<file path="config.mk">
export PLATFORM = sky130hd
export DESIGN_NAME = vedic_mul32_sequencer
export DESIGN_NICKNAME = d
export VERILOG_FILES = /design/src/rtl/vedic_mul32_sequencer.sv
export SDC_FILE = /design/constraint.sdc
export NUM_CORES = 1
export LEC_CHECK = 0
export BUFFER_PORTS_ARGS = -buffer_cell sky130_fd_sc_hd__buf_2
export CORE_MARGIN = 1
export CORE_UTILIZATION = 64
export CTS_CLUSTER_SIZE = 25
export DETAILED_ROUTE_END_ITERATION = 10
export PLACE_DENSITY = 0.83
export SETUP_SLACK_MARGIN = 0.1
export SLEW_MARGIN = 10
export SYNTH_ARGS = -nofsm -noshare
export SYNTH_HDL_FRONTEND = slang
export SYNTH_SLANG_ARGS = --single-unit
</file>
<file path="constraint.sdc">
create_clock -name clk -period 15.22 [get_ports clk]
set_input_delay 3.044 -clock clk [delete_from_list [all_inputs] [get_ports clk]]
set_output_delay 3.044 -clock clk [all_outputs]
set_load 0.1 [all_outputs]
</file>
<file path="src/rtl/vedic_mul32_sequencer.sv">
// rtl/vedic_mul32_sequencer.sv - 32x32 unsigned multiplier sequenced over one 16-bit vedic core
// Optional build macro: APPROX_SKIP_LL_EN (drops the aL*bL partial product, 3-cycle latency)

// 2x2 vedic base cell
module vedic_2x2 (
  input  logic [1:0] a,
  input  logic [1:0] b,
  output logic [3:0] p
);
  logic c1;
  assign c1   = (a[1] & b[0]) & (a[0] & b[1]);
  assign p[0] = a[0] & b[0];
  assign p[1] = (a[1] & b[0]) ^ (a[0] & b[1]);
  assign p[2] = (a[1] & b[1]) ^ c1;
  assign p[3] = (a[1] & b[1]) & c1;
endmodule

// 4x4 built from four 2x2 cells (vertical and crosswise terms)
module vedic_4x4 (
  input  logic [3:0] a,
  input  logic [3:0] b,
  output logic [7:0] p
);
  logic [3:0] q0, q1, q2, q3;
  vedic_2x2 u0 (.a(a[1:0]), .b(b[1:0]), .p(q0));
  vedic_2x2 u1 (.a(a[3:2]), .b(b[1:0]), .p(q1));
  vedic_2x2 u2 (.a(a[1:0]), .b(b[3:2]), .p(q2));
  vedic_2x2 u3 (.a(a[3:2]), .b(b[3:2]), .p(q3));
  assign p = {4'b0, q0} + {2'b0, q1, 2'b0} + {2'b0, q2, 2'b0} + {q3, 4'b0};
endmodule

// 8x8 built from four 4x4 blocks
module vedic_8x8 (
  input  logic [7:0]  a,
  input  logic [7:0]  b,
  output logic [15:0] p
);
  logic [7:0] q0, q1, q2, q3;
  vedic_4x4 u0 (.a(a[3:0]), .b(b[3:0]), .p(q0));
  vedic_4x4 u1 (.a(a[7:4]), .b(b[3:0]), .p(q1));
  vedic_4x4 u2 (.a(a[3:0]), .b(b[7:4]), .p(q2));
  vedic_4x4 u3 (.a(a[7:4]), .b(b[7:4]), .p(q3));
  assign p = {8'b0, q0} + {4'b0, q1, 4'b0} + {4'b0, q2, 4'b0} + {q3, 8'b0};
endmodule

// 16x16 core shared by every partial product of the sequencer
module sixteen_bit_vedic_multiplier (
  input  logic [15:0] a,
  input  logic [15:0] b,
  output logic [31:0] p
);
  logic [15:0] q0, q1, q2, q3;
  vedic_8x8 u0 (.a(a[7:0]),  .b(b[7:0]),  .p(q0));
  vedic_8x8 u1 (.a(a[15:8]), .b(b[7:0]),  .p(q1));
  vedic_8x8 u2 (.a(a[7:0]),  .b(b[15:8]), .p(q2));
  vedic_8x8 u3 (.a(a[15:8]), .b(b[15:8]), .p(q3));
  assign p = {16'b0, q0} + {8'b0, q1, 8'b0} + {8'b0, q2, 8'b0} + {q3, 16'b0};
endmodule

module vedic_mul32_sequencer #(
  parameter bit ZERO_BYPASS = 1'b1
) (
  input  logic        clk,
  input  logic        rst,
  input  logic        in_valid,
  output logic        in_ready,
  input  logic [31:0] in1,
  input  logic [31:0] in2,
  output logic        out_valid,
  input  logic        out_ready,
  output logic [63:0] out,
  output logic        busy
);
  typedef enum logic [2:0] {IDLE, LL, LH, HL, HH, DONE} state_t;

  state_t      state;
  logic [31:0] a, b;
  logic [63:0] acc;
  logic [15:0] ma, mb;
  logic [31:0] p;
  logic        accept;
  logic        zero_op;

  assign accept  = in_valid & in_ready;
  assign zero_op = ZERO_BYPASS && ((in1 == 32'd0) || (in2 == 32'd0));

  // Route the operand halves for the current partial product into the shared core
  always_comb begin
    ma = 16'd0;
    mb = 16'd0;
    case (state)
      LL: begin ma = a[15:0];  mb = b[15:0];  end
      LH: begin ma = a[15:0];  mb = b[31:16]; end
      HL: begin ma = a[31:16]; mb = b[15:0];  end
      HH: begin ma = a[31:16]; mb = b[31:16]; end
      default: begin ma = 16'd0; mb = 16'd0; end
    endcase
  end

  sixteen_bit_vedic_multiplier u_core (.a(ma), .b(mb), .p(p));

  // Sequencer FSM; all handshake outputs and the result are registered here.
  // A zero operand jumps straight to HH with acc cleared: aH*bH is necessarily
  // zero there, so HH finishes the bypass in one cycle with a zero result.
  always_ff @(posedge clk) begin
    if (rst) begin
      state     <= IDLE;
      in_ready  <= 1'b1;
      out_valid <= 1'b0;
      out       <= 64'd0;
      busy      <= 1'b0;
      a         <= 32'd0;
      b         <= 32'd0;
      acc       <= 64'd0;
    end else begin
      case (state)
        IDLE: begin
          if (accept) begin
            a        <= in1;
            b        <= in2;
            in_ready <= 1'b0;
            busy     <= 1'b1;
            if (zero_op) begin
              acc   <= 64'd0;
              state <= HH;
            end else begin
`ifdef APPROX_SKIP_LL_EN
              state <= LH;
`else
              state <= LL;
`endif
            end
          end
        end
        LL: begin
          acc   <= {32'd0, p};
          state <= LH;
        end
        LH: begin
`ifdef APPROX_SKIP_LL_EN
          acc   <= {16'd0, p, 16'd0};
`else
          acc   <= acc + {16'd0, p, 16'd0};
`endif
          state <= HL;
        end
        HL: begin
          acc   <= acc + {16'd0, p, 16'd0};
          state <= HH;
        end
        HH: begin
          acc       <= acc + {p, 32'd0};
          out       <= acc + {p, 32'd0};
          out_valid <= 1'b1;
          state     <= DONE;
        end
        DONE: begin
          if (out_ready) begin
            out_valid <= 1'b0;
            in_ready  <= 1'b1;
            busy      <= 1'b0;
            state     <= IDLE;
          end
        end
        default: begin
          state     <= IDLE;
          in_ready  <= 1'b1;
          out_valid <= 1'b0;
          busy      <= 1'b0;
        end
      endcase
    end
  end
endmodule

</file>
# Word-level counts from Yosys, hierarchy flattened
# Index checks and enable logic that the tools add are counted.
[op_classes] eq_ne=8 mux=16 n_addsub=65 bitwise_logic=515 n_reduce_logical=17
[op_table] cell="bitwise AND 1 bit" n=385
[op_table] cell="one-hot mux 64 bit (4 select lines)" n=1
[op_table] cell="adder 8 x 6 -> 8 bit" n=16
[op_table] cell="adder 8 bit" n=16
[op_table] cell="two-way mux 64 bit" n=2
[op_table] cell="XOR 1 bit" n=128
[op_table] cell="adder 4 x 6 -> 7 bit" n=16
[op_table] cell="adder 14 x 16 -> 16 bit" n=4
[op_table] cell="adder 64 x 48 -> 64 bit" n=1
[op_table] cell="adder 64 bit" n=1
[op_table] cell="logical NOT 32 bit" n=2
[op_table] cell="one-hot mux 16 bit (2 select lines)" n=2
[op_table] cell="adder 13 x 12 -> 14 bit" n=4
[op_table] cell="adder 8 x 12 -> 13 bit" n=4
[op_table] cell="adder 32 x 24 -> 32 bit" n=1
[op_table] cell="adder 32 bit" n=1
[op_table] cell="adder 16 x 24 -> 25 bit" n=1
[op_table] cell="one-hot mux 3 bit (6 select lines)" n=1
[op_table] cell="OR reduction 2 bit" n=5
[op_table] cell="two-way mux 3 bit" n=3
[op_table] cell="one-hot mux 1 bit (3 select lines)" n=3
[op_table] cell="OR reduction 4 bit" n=2
[op_table] cell="== test 3 x 2 -> 1 bit (second input constant)" n=2
[op_table] cell="== test 3 bit (second input constant)" n=2
[op_table] cell="other kinds (9)" n=18
[totals] output_inout_bits=67 inputBits=68 register_bits=198

# Longest topological paths before layout
# Gate-level depths: netlist (run 1).
[logic_depth] word_depth=17 ltp_mapped=62 mapped_depth_nobuf=58

# Hierarchy
# A second synthesis (run 1) with hierarchy kept.
[unflattened] hier_cells=2697 area_unflattened_um2=21982.3
[modules_own_cells] mod="vedic_mul32_sequencer" cells_per_inst=1438 instances=1 area_per_inst_um2=11078.1
[modules_own_cells] mod="vedic_4x4" cells_per_inst=27 instances=16 area_per_inst_um2=249.0
[modules_own_cells] mod="vedic_2x2" cells_per_inst=6 instances=64 area_per_inst_um2=50.0
[modules_own_cells] mod="vedic_8x8" cells_per_inst=66 instances=4 area_per_inst_um2=564.3
[modules_own_cells] mod="sixteen_bit_vedic_multiplier" cells_per_inst=179 instances=1 area_per_inst_um2=1460.2

# Least setup slack after synthesis (run 1)
# Ideal clock, no wire load.
[synth_path] kind="register to register" startpoint="register state[1]" endpoint="register acc[52]" setup_ns=0.128 path_buffers=4 arrival_ns=11.663 path_slack_ns=3.429 required_time_ns=15.092 stages_incl_launch_ff=60 path_cell_list="dfxtp_1 -> clkbuf_1 -> and2_1 -> clkbuf_1 -> clkbuf_1 -> a22oi_1 -> nor2_1 -> a21oi_1 -> clkbuf_1 -> nor2_1 -> ha_1 -> ha_1 -> ha_1 -> inv_1 -> fa_1 -> xor2_1 -> fa_1 -> inv_1 -> (+24 left out) -> ha_1 -> a21oi_1 -> o21ai_0 -> nor3_1 -> a21oi_1 -> o41ai_2 -> xor2_1 -> ha_1 -> a21o_1 -> a21o_1 -> a21o_1 -> a21o_1 -> a21o_1 -> nor3_1 -> nor2_1 -> xnor2_1 -> a222oi_1 -> nor2_1"
[synth_via] elab_chain_cells=17 word_cells_on_any_way=594
[synth_lines] element="start: declaration" line_no="76" rtl="state_t state;"
[synth_lines] element="start signal: assignment" line_no="107" rtl="state <= IDLE;"
[synth_lines] element="start signal: assignment" line_no="125" rtl="state <= HH;"
[synth_lines] element="start signal: assignment" line_no="130" rtl="state <= LL;"
[synth_lines] element="== test 3 bit (tied with other cells)" line_no="91, 116"
[synth_lines] element="OR reduction 2 bit (no line)"
[synth_lines] element="one-hot mux 16 bit (2 select lines)" line_no="91" rtl="case (state)"
[synth_lines] element="bitwise AND 1 bit" line_no="11, 13"
[synth_lines] element="bitwise AND 1 bit" line_no="11" rtl="assign c1 = (a[1] & b[0]) & (a[0] & b[1]);"
[synth_lines] element="XOR 1 bit or bitwise AND 1 bit (tied branches)" line_no="14, 15"
[synth_lines] element="adder 4 x 6 -> 7 bit" line_no="29" rtl="assign p = {4'b0, q0} + {2'b0, q1, 2'b0} + {2'b0, q2, 2'b0} + {q3, 4'b0};"
[synth_lines] element="adder 8 x 6 -> 8 bit" line_no="29"
[synth_lines] element="adder 8 bit" line_no="29"
[synth_lines] element="adder 8 x 12 -> 13 bit" line_no="43" rtl="assign p = {8'b0, q0} + {4'b0, q1, 4'b0} + {4'b0, q2, 4'b0} + {q3, 8'b0};"
[synth_lines] element="adder 13 x 12 -> 14 bit" line_no="43"
[synth_lines] element="adder 14 x 16 -> 16 bit" line_no="43"
[synth_lines] element="adder 16 x 24 -> 25 bit" line_no="57" rtl="assign p = {16'b0, q0} + {8'b0, q1, 8'b0} + {8'b0, q2, 8'b0} + {q3, 16'b0};"
[synth_lines] element="adder 32 x 24 -> 32 bit" line_no="57"
[synth_lines] element="adder 32 bit" line_no="57"
[synth_lines] element="adder 64 bit or adder 64 x 48 -> 64 bit (tied branches)" line_no="152, 143, 148"
[synth_lines] element="one-hot mux 64 bit (4 select lines)" line_no="116" rtl="case (state)"
[synth_lines] element="end signal: assignment" line_no="136" rtl="acc <= {32'd0, p};"
[synth_lines] element="end signal: assignment" line_no="148" rtl="acc <= acc + {16'd0, p, 16'd0};"
[synth_lines] element="end signal: assignment" line_no="152" rtl="acc <= acc + {p, 32'd0};"
[synth_lines] element="end: declaration" line_no="78" rtl="logic [63:0] acc;"
# Parallel ways exist; a longest one is shown, timed or not.
# A chain may end at the register's enable or synchronous reset.

# Worst setup path after layout (run 1)
[layout_path] startpoint="register state[2]" endpoint="register acc[52]"
# Same word-level chain as after synthesis.

==> results by group, run 1 <==
Clock tree
  – CTS Buf Count: 17
  – Clock Pin Slew Worst Setup and Hold Paths: 70 ps
  – CTS root buf: clkbuf_16
  – Post_cts resized: 0
  – Depth of the CTS H-tree: 4
  – Setup Buffers After CTS: 0
  – CTS tree: built
  – CTS max path bufs: 2
  – Clock Sinks: 198
  – Hold buffers post-CTS: 0
  – Clock latency on the worst-skew pair: 460 ps

Timing
  – Post-layout min period: 14340 ps
  – Final setup TNS: 0 ps
  – Max-slew headroom: 17.0%
  – RSZ-0062 raised after global routing: no
  – Slew Limit Fails: 0
  – Fmax: 69.8 MHz
  – Worst-Margin Slew: 1250 ps
  – Final setup viols: 0
  – Tcrit/Tclk final: 94.2%
  – Worst Clk Skew: 9.75 ps
  – Fin. Hold Viols: 0

Detailed routing
  – 1st-pass router iterations: 7
  – Via/cell ratio: 6.06
  – DR vias: 20.6k
  – Antenna violation net count after detailed routing: 0
  – Top routing layer used: met4
  – Drt drc: 0
  – Met1 WL: 25800 microns
  – 1st-iter DRT viols: 1916
  – Met3 WL: 4080 microns
  – WL final: 61600 microns
  – Wirelength per Cell: 18.1 microns
  – Met2 WL: 29400 microns

Power
  – Clock power share: 34.2%
  – Internal: 0.867 mW
  – Peak supply drop: 114 uV
  – Switching power: 0.498 mW
  – Power Density: 56.5 nW/um^2
  – Flop pwr share: 41.4%
  – Comb pwr share: 24.4%
  – Pleak: 12.4 nW
  – Switching fraction of total power: 36.5%

Synthesis
  – Area share of the largest cell type after synthesis: 21.6%
  – Adder-Cell Fraction of Synth Area: 31.7%
  – Largest family of logic cells by synthesized area: adder cells
  – Compound-Gate Fraction of Synth Area: 18.6%
  – Ys Warns: 0
  – Avg Inst Size Synth: 7.85 sq um
  – Simple logic cell fraction of the synthesized area: 17.1%
  – Post-synth EDFFs: 0
  – Sequential element share of the synthesized area: 17.7%
  – Synth Flop Type: dfxtp_1
  – Post-synth cell types: 73
  – Post-synth top area cell: ha_1
  – Synthesized cell area: 22400 sq um
  – Cells after synthesis: 2847
  – Synth Register Bits: 198
  – Mux cell area share after synthesis: 0.0448%
  – Syn_nets: 3414
  – Largest cells by area after synthesis: ha_1 (22%), dfxtp_1 (18%), fa_1 (10%)
  – Cell with the most instances after synthesis: ha_1
  – Most common library cells after synthesis: ha_1 (386), nor2_1 (351), nand2_1 (330)
  – Async set-reset flop share out of synthesis: 0%
  – Post-synthesis xor/xnor area fraction: 7.95%

Final layout
  – Area delta synth->final: 8.03%
  – Post-layout util: 70.1%
  – N_diodes: 0
  – Layout cells sized above 1: 9.10%
  – Layout Nets: 3498
  – FILL cells: 2797

Floorplanning
  – Cell row count: 68
  – Die height: 189 microns
  – Core ar.: 34500 sq um
  – I/O pins: 135
  – Die Footprint: 35700 sq um
  – Starting Density: 64.9%
  – Die width: 189 microns

Worst setup path
  – Critical Path RT: 15530 ps
  – Max incr delay on CP: 1000 ps
  – Critical Path Start: state[2]
  – Most frequent CP cell: ha_1
  – CP Max Fanout: 28
  – Critical Path Sink Type: flip-flop
  – Critical path arrival: 14640 ps
  – Critical path startpoint category: flip-flop
  – FF-to-FF Start: state[2]
  – WS Path Type: reg2reg
  – CP max stage cell: dfxtp_1

Global route
  – First-pass GRT wire length: 99200 microns
  – Largest net degree at the start of global routing: 107
  – Initial antenna violation count: 0
  – GRT overflow: 0
  – Vias in the first global route: 20.0k
  – Total GRT Usage: 34.5%

Min path
  – Min-delay src: out[25]
  – Worst hold path type: reg2reg

Place
  – DP HPWL: 47900 microns
  – I/O Buffers: 134
  – Gpl congestion: 0.951

Flow run
  – Maxcap violations: 0

Run status
  – Run status: finished, final reports clean
[per-stage QoR]
stage | area (sq um) | setup slack [ps] | cells | hold WS (ps) | power [mW]
2_1_floorplan | 22400 | 3430 | 2847 | 432 | 0.786
3_3_place_gp | 23500 | 1790 | 3367 | 439 | 0.891
3_5_place_dp | 23500 | 1210 | 3367 | 445 | 0.899
4_1_cts | 24200 | 1140 | 3399 | 456 | 1.36
5_1_grt | 24200 | 114 | 3399 | 469 | 1.41
6_report | 24200 | 883 | 3399 | 453 | 1.36
[logic make-up after synthesis]
group / Yosys count
xor gates and xnor gates: 202
adders and majority gates: 499
and+or+nand+nor: 887
buffers and inverters: 407
muxes: 1
AOI/OAI and AO/OA: 653
DFF: 198
[routing by layer]
metal	vias up	global-route usage [%]
met1	9875	43.8
met2	743	59.3
li1	9833	-
met4	0	13.4
met3	150	4.43
met5	-	0
[cell usage in the layout, fill, tap and decap left out, types with 5 or more instances in the layout]
master,synthesis,final
ha_1,386,386
nor2_1,351,349
nand2_1,330,329
inv_1,292,292
a21oi_1,285,284
dfxtp_1,198,198
buf_2,0,133
xnor2_1,132,132
fa_1,113,113
a21o_1,88,88
xor2_1,69,69
o21ai_0,59,59
a22oi_1,58,58
buf_4,0,46
or2_2,33,33
nand2b_1,26,26
nand3_1,26,26
a31oi_1,24,24
o21bai_1,24,24
nor4_1,22,21
nor3_1,20,20
nor2b_1,19,19
a222oi_1,17,17
clkbuf_16,0,17
and3_1,14,14
o21a_1,13,13
nand4_1,13,13
and2_1,10,10
o211ai_1,8,8
a211oi_1,8,8
o21ai_1,8,7
a41oi_1,5,5
a221oi_1,5,5
[final cells by class]
cell class / count / area (sq um) / area share, %
Inverter: 292 / 1100 / 4.54
Sequential cell: 198 / 3960 / 16.4
Clock inverter: 14 / 181 / 0.751
Clock buffer: 18 / 429 / 1.78
Timing Repair Buffer: 180 / 1020 / 4.23
Tap cell: 455 / 569 / 2.36
Multi-Input combinational cell: 2242 / 16900 / 69.9
[critical path, delay by kind of cell, from the launching register on]
kind                       cells  cell delay [ps]
DFF                            1             1000
buffers and inverters          8             1300
xor gates and xnor gates       6             1210
AOI/OAI and AO/OA             24             4770
adders and majority gates     12             4260
and+or+nand+nor                8             1640
[power by group through the flow]
stage	Clock [mW]	Combinational (mW)	Sequential, mW
floorplan	0	0.209	0.577
global placement	0	0.317	0.575
detailed placement	0	0.324	0.576
CTS	0.469	0.325	0.564
finish	0.467	0.333	0.564
global route	0.489	0.358	0.568
[path summary, 6_finish.rpt]
path	endpoint	slack [ps]	depth (start not counted)
max	acc[52]	880	58
max reg2reg	acc[52]	880	58
min reg2reg	out[25]	450	2
min	out[25]	450	2
[sequential cells by signal, indices dropped and copies added, names as in the netlist]
name and cells:
acc 64, b 32, out 64, state 3
busy 1, out_valid 1, a 32, in_ready 1
Note: power is estimated with default switching activity, not from simulation.
==> run 2, diff against run 1 <==
clock period = 16.75 ns   (was 15.22 ns; I/O delays follow)
==> run 2 against run 1 <==
Effect of this change: via count up 1.0%; worst hold slack better by 1.1 ps; largest power group unchanged; combinational power decreased by 9.3%; wire length increased by 2.6%.
==> results by group, run 2 (same netlist as run 1, synthesis figures left out) <==
Final layout
  – Area delta synth->final: 7.98%
  – Commonest non-fill, non-tap cell in the layout: ha_1
  – Commonest cells after routing, fill and taps aside: ha_1 (386), nor2_1 (349), nand2_1 (329)
  – Design Area, Final: 24100 sq um
  – Post-layout util: 70.1%
  – Layout cells sized above 1: 8.98%
  – Regs by FF count: acc: 64 flops, out: 64 flops
  – Layout Nets: 3494

Timing
  – Worst Clk Skew: 10.6 ps
  – Slew Limit Fails: 0
  – Final setup TNS: 0 ps
  – Fmax: 67.9 MHz
  – RSZ-0062 raised after global routing: no
  – Fin. Hold Viols: 0
  – Post-layout min period: 14730 ps
  – Tcrit/Tclk final: 87.9%
  – Final setup viols: 0
  – Max-slew headroom: 14.3%
  – Worst-Margin Slew: 1290 ps

Floorplanning
  – I/O pins: 135
  – Cell row count: 68
  – Die height: 189 microns
  – Starting Density: 64.9%
  – Die Footprint: 35700 sq um
  – Die width: 189 microns
  – Core ar.: 34500 sq um

Clock tree
  – CTS max path bufs: 2
  – CTS tree: built
  – Hold buffers post-CTS: 0
  – Clock Pin Slew Worst Setup and Hold Paths: 80 ps
  – Clock Sinks: 198
  – Setup Buffers After CTS: 0
  – Post_cts resized: 0
  – Depth of the CTS H-tree: 4
  – CTS Buf Count: 17
  – CTS root buf: clkbuf_16
  – Clock latency on the worst-skew pair: 460 ps

Detailed routing
  – DR vias: 20.8k
  – WL final: 63200 microns
  – 1st-pass router iterations: 6
  – Wirelength per Cell: 18.6 microns
  – Antenna violation net count after detailed routing: 0
  – Drt drc: 0
  – Via/cell ratio: 6.13
  – 1st-iter DRT viols: 1979

Global route
  – Largest net degree at the start of global routing: 107
  – Vias in the first global route: 20.7k
  – Initial antenna violation count: 2
  – GRT overflow: 0
  – Total GRT Usage: 35.4%
  – First-pass GRT wire length: 102000 microns

Worst setup path
  – CP max stage cell: dfxtp_1
  – FF-to-FF path depth: 57
  – Max incr delay on CP: 990 ps
  – Most frequent CP cell: ha_1
  – Critical Path Start: state[2]
  – Critical Path RT: 17070 ps
  – Critical path arrival: 15040 ps
  – R2r setup slk: 2020 ps
  – WS Path Type: reg2reg
  – R2R Path End: acc[52]
  – Critical path startpoint category: flip-flop
  – CP Max Fanout: 28
  – FF-to-FF Start: state[2]
  – Worst setup path endpoint: acc[52]
  – Critical Path Sink Type: flip-flop

Power
  – Comb pwr share: 24.1%
  – Switching fraction of total power: 35.8%
  – Power Density: 51.9 nW/um^2
  – Flop pwr share: 40.9%
  – Internal: 0.804 mW
  – Clock power share: 34.9%
  – Switching power: 0.448 mW
  – Pleak: 12.4 nW
  – Peak supply drop: 108 uV
  – Overall power: 1.25 mW

Place
  – I/O Buffers: 134
  – Post-placement cell area: 23500 sq um
  – Gpl congestion: 0.965
  – DP HPWL: 49000 microns

Flow run
  – Maxcap violations: 0

Min path
  – Worst hold path type: reg2reg

Run status
  – Run status: finished, final reports clean
-- run 2: changes by cell type in the layout (fill, tap and decap cells not counted) --
cell       previous run  this run
inv_8                 3         2
bufinv_16             1         2
clkbuf_8              0         1
diode_2               0         1
buf_4                46        42
clkinv_8              4         3
-- run 2: worst max-delay path, delay by kind of cell, from the launching register on --
kind / cells / cell delay (ps)
xor gates and xnor gates: 6 / 1110
and+or+nand+nor: 9 / 2440
DFF: 1 / 990
AOI/OAI and AO/OA: 23 / 4610
adders and majority gates: 12 / 4440
buffers and inverters: 7 / 1000
-- run 2: worst min-delay path by stage --
stage	start	cells past startpoint	slack (ps)	to
5_1_grt	b[8]	2	470	b[8]
6_report	out[23]	2	450	out[23]
3_3_place_gp	out[48]	2	440	out[48]
2_1_floorplan	acc[0]	2	430	out[0]
3_5_place_dp	out[48]	2	440	out[48]
4_1_cts	out[48]	2	450	out[48]
-- run 2: cell type report --
| cell class | instances | area [sq um] |
|---|---|---|
| Timing Repair Buffer | 176 | 992 |
| Antenna cell | 1 | 2.50 |
| Multi-Input combinational cell | 2242 | 16900 |
| Inverter | 292 | 1100 |
| Fill cell | 2818 | 10300 |
| Clock inverter | 13 | 184 |
| Tap cell | 455 | 569 |
| Sequential cell | 198 | 3960 |
| Clock buffer | 19 | 443 |
-- run 2: power by group through the flow --
stage / clock [mW] / combinational (mW) / sequential (mW)
floorplan: 0 / 0.190 / 0.524
global placement: 0 / 0.287 / 0.522
detailed placement: 0 / 0.293 / 0.523
CTS: 0.438 / 0.294 / 0.512
global route: 0.456 / 0.324 / 0.516
finish: 0.437 / 0.302 / 0.513
-- run 2: metal layers --
layer | part of all wire [%] | wire length [microns] | track usage, %
met3 | 7.3 | 4640 | 5.58
met5 | 0.021 | 13 | 0
met4 | 4.1 | 2570 | 15.7
met1 | 41 | 26100 | 44.2
met2 | 47 | 29900 | 60.2
-- run 2: metrics by stage --
| step | hold WS [ps] | setup slack, ps | cells |
|---|---|---|---|
| CTS | 453 | 2320 | 3395 |
| finish | 454 | 2020 | 3396 |
| floorplan | 432 | 4960 | 2847 |
| global placement | 439 | 2910 | 3363 |
| global route | 473 | 1180 | 3396 |
| detailed placement | 443 | 2400 | 3363 |
==> run 3, diff against run 2 <==
CORE_ASPECT_RATIO = 0.8   (was unset)
CORE_UTILIZATION = 45   (was 64)
PLACE_DENSITY = unset   (was 0.83)
==> run 3 against run 2 <==
Effect of this change: cell area increased by 1.2%; global-route usage shrank 9.4 points; combinational power grew 2%; non-clock buffer count increased by 6; clock power is 5.5% higher; power up 2.3%; worst setup slack improved by 1500 ps; via count shrank 3.5%; register-to-register slack gained 1500 ps; sequential power about the same; sequential cell count unchanged; critical path depth unchanged; highest routed layer is now met4.
==> results by group, run 3 (same netlist as run 1, synthesis figures left out) <==
Run status
  – Run status: finished, final reports clean

Floorplanning
  – Die Footprint: 50600 sq um
  – Core ar.: 48600 sq um
  – Die height: 201 microns
  – Starting Density: 46.0%
  – I/O pins: 135
  – Die width: 251 microns
  – Cell row count: 72

Global route
  – Largest net degree at the start of global routing: 130
  – Initial antenna violation count: 2
  – Total GRT Usage: 26.0%
  – Vias in the first global route: 19.1k
  – GRT overflow: 0
  – First-pass GRT wire length: 105000 microns

Place
  – Placed Cells incl. Taps: 3542
  – I/O Buffers: 134
  – Post-placement cell area: 23800 sq um
  – DP HPWL: 52500 microns
  – Gpl congestion: 0.968

Power
  – Switching power: 0.494 mW
  – Overall power: 1.28 mW
  – Pleak: 12.4 nW
  – Flop pwr share: 39.9%
  – Clock power share: 36.0%
  – Comb pwr share: 24.1%
  – Internal: 0.786 mW
  – Peak supply drop: 83.9 uV
  – Switching fraction of total power: 38.6%
  – Power Density: 52.4 nW/um^2

Final layout
  – Commonest cells after routing, fill and taps aside: ha_1 (386), nor2_1 (349), nand2_1 (329)
  – FILL cells: 4725
  – Layout cells sized above 1: 9.16%
  – Design Area, Final: 24400 sq um
  – Regs by FF count: acc: 64 flops, out: 64 flops
  – Area delta synth->final: 9.27%
  – Final non-filler cell total: 3577
  – Commonest non-fill, non-tap cell in the layout: ha_1
  – Layout Nets: 3500

Detailed routing
  – WL final: 65800 microns
  – Wirelength per Cell: 18.4 microns
  – 1st-iter DRT viols: 1727
  – DR vias: 20.1k
  – Antenna violation net count after detailed routing: 0
  – 1st-pass router iterations: 6
  – Via/cell ratio: 5.62
  – Drt drc: 0

Clock tree
  – Clock Sinks: 198
  – CTS tree: built
  – CTS max path bufs: 2
  – CTS root buf: clkbuf_16
  – Depth of the CTS H-tree: 4
  – Post_cts resized: 0
  – Hold buffers post-CTS: 0
  – Clock Pin Slew Worst Setup and Hold Paths: 90 ps
  – Clock latency on the worst-skew pair: 470 ps
  – Setup Buffers After CTS: 0
  – CTS Buf Count: 17

Worst setup path
  – Critical path arrival: 13540 ps
  – FF-to-FF Start: state[1]
  – Critical Path Sink Type: flip-flop
  – Critical path startpoint category: flip-flop
  – Critical Path RT: 17060 ps
  – Critical Path Start: state[1]
  – CP max stage cell: fa_1
  – WS Path Type: reg2reg
  – Most frequent CP cell: ha_1
  – Max incr delay on CP: 610 ps
  – CP Max Fanout: 16

Timing
  – Hold_ws: 448 ps
  – Post-layout min period: 13240 ps
  – Fmax: 75.5 MHz
  – Final setup TNS: 0 ps
  – Max-slew headroom: 17.5%
  – Final setup viols: 0
  – Fin. Hold Viols: 0
  – RSZ-0062 raised after global routing: no
  – Worst Clk Skew: 21.4 ps
  – Slew Limit Fails: 0
  – Worst-Margin Slew: 1230 ps
  – Tcrit/Tclk final: 79.0%

Min path
  – Min-delay src: out[60]
  – Worst hold path type: reg2reg

Flow run
  – Maxcap violations: 0
## run 3: cell count changes in the layout (fill, tap and decap cells not counted), sizes merged
cell / delta
clkbuf: -2
bufinv: -2
diode: +1
buf: +6
inv: +4
## run 3: worst paths after layout
path	to	slack [ps]	cells past startpoint
worst max-delay path	acc[52]	3510	57
worst max register to register	acc[52]	3510	57
worst min-delay path	out[60]	450	2
worst min register to register	out[60]	450	2
## run 3: layout make-up
cell class / instances / area (sq um) / share of cell area, %
Clock inverter: 15 / 224 / 0.917
Clock buffer: 17 / 425 / 1.74
Timing Repair Buffer: 182 / 1040 / 4.25
Sequential cell: 198 / 3960 / 16.2
Antenna cell: 2 / 5.00 / 0.0205
Inverter: 292 / 1100 / 4.49
Multi-Input combinational cell: 2242 / 16900 / 69.1
Tap cell: 629 / 787 / 3.22
## run 3: worst max-delay path, delay by kind of cell (launching register included)
kind                       cells  cell delay (ps)
AOI/OAI and AO/OA             22             4540
xor gates and xnor gates       6             1180
adders and majority gates     12             4360
buffers and inverters          6              640
DFF                            1              480
and+or+nand+nor               11             1870
## run 3: routing by layer
metal  global-route usage (%)  share of wire [%]  vias to the layer above
li1                         -                  -                     9852
met1                     39.0                 49                     9560
met5                        0                  0                        -
met3                     3.92                7.1                       46
met2                     39.7                 43                      633
met4                     4.14               0.98                        0
## run 3: through the flow
step | worst slack [ps] | utilization [%]
2_1_floorplan | 4960 | -
3_3_place_gp | 3460 | 48.9
3_5_place_dp | 3180 | 48.9
4_1_cts | 3100 | 50.2
5_1_grt | 2390 | 50.2
6_report | 3510 | 50.2
## run 3: power groups by stage
stage          combinational [mW]  clock [mW]  sequential, mW
2_1_floorplan               0.190           0           0.524
3_3_place_gp                0.303           0           0.521
3_5_place_dp                0.305           0           0.521
4_1_cts                     0.306       0.465           0.510
5_1_grt                     0.336       0.485           0.513
6_report                    0.309       0.461           0.511
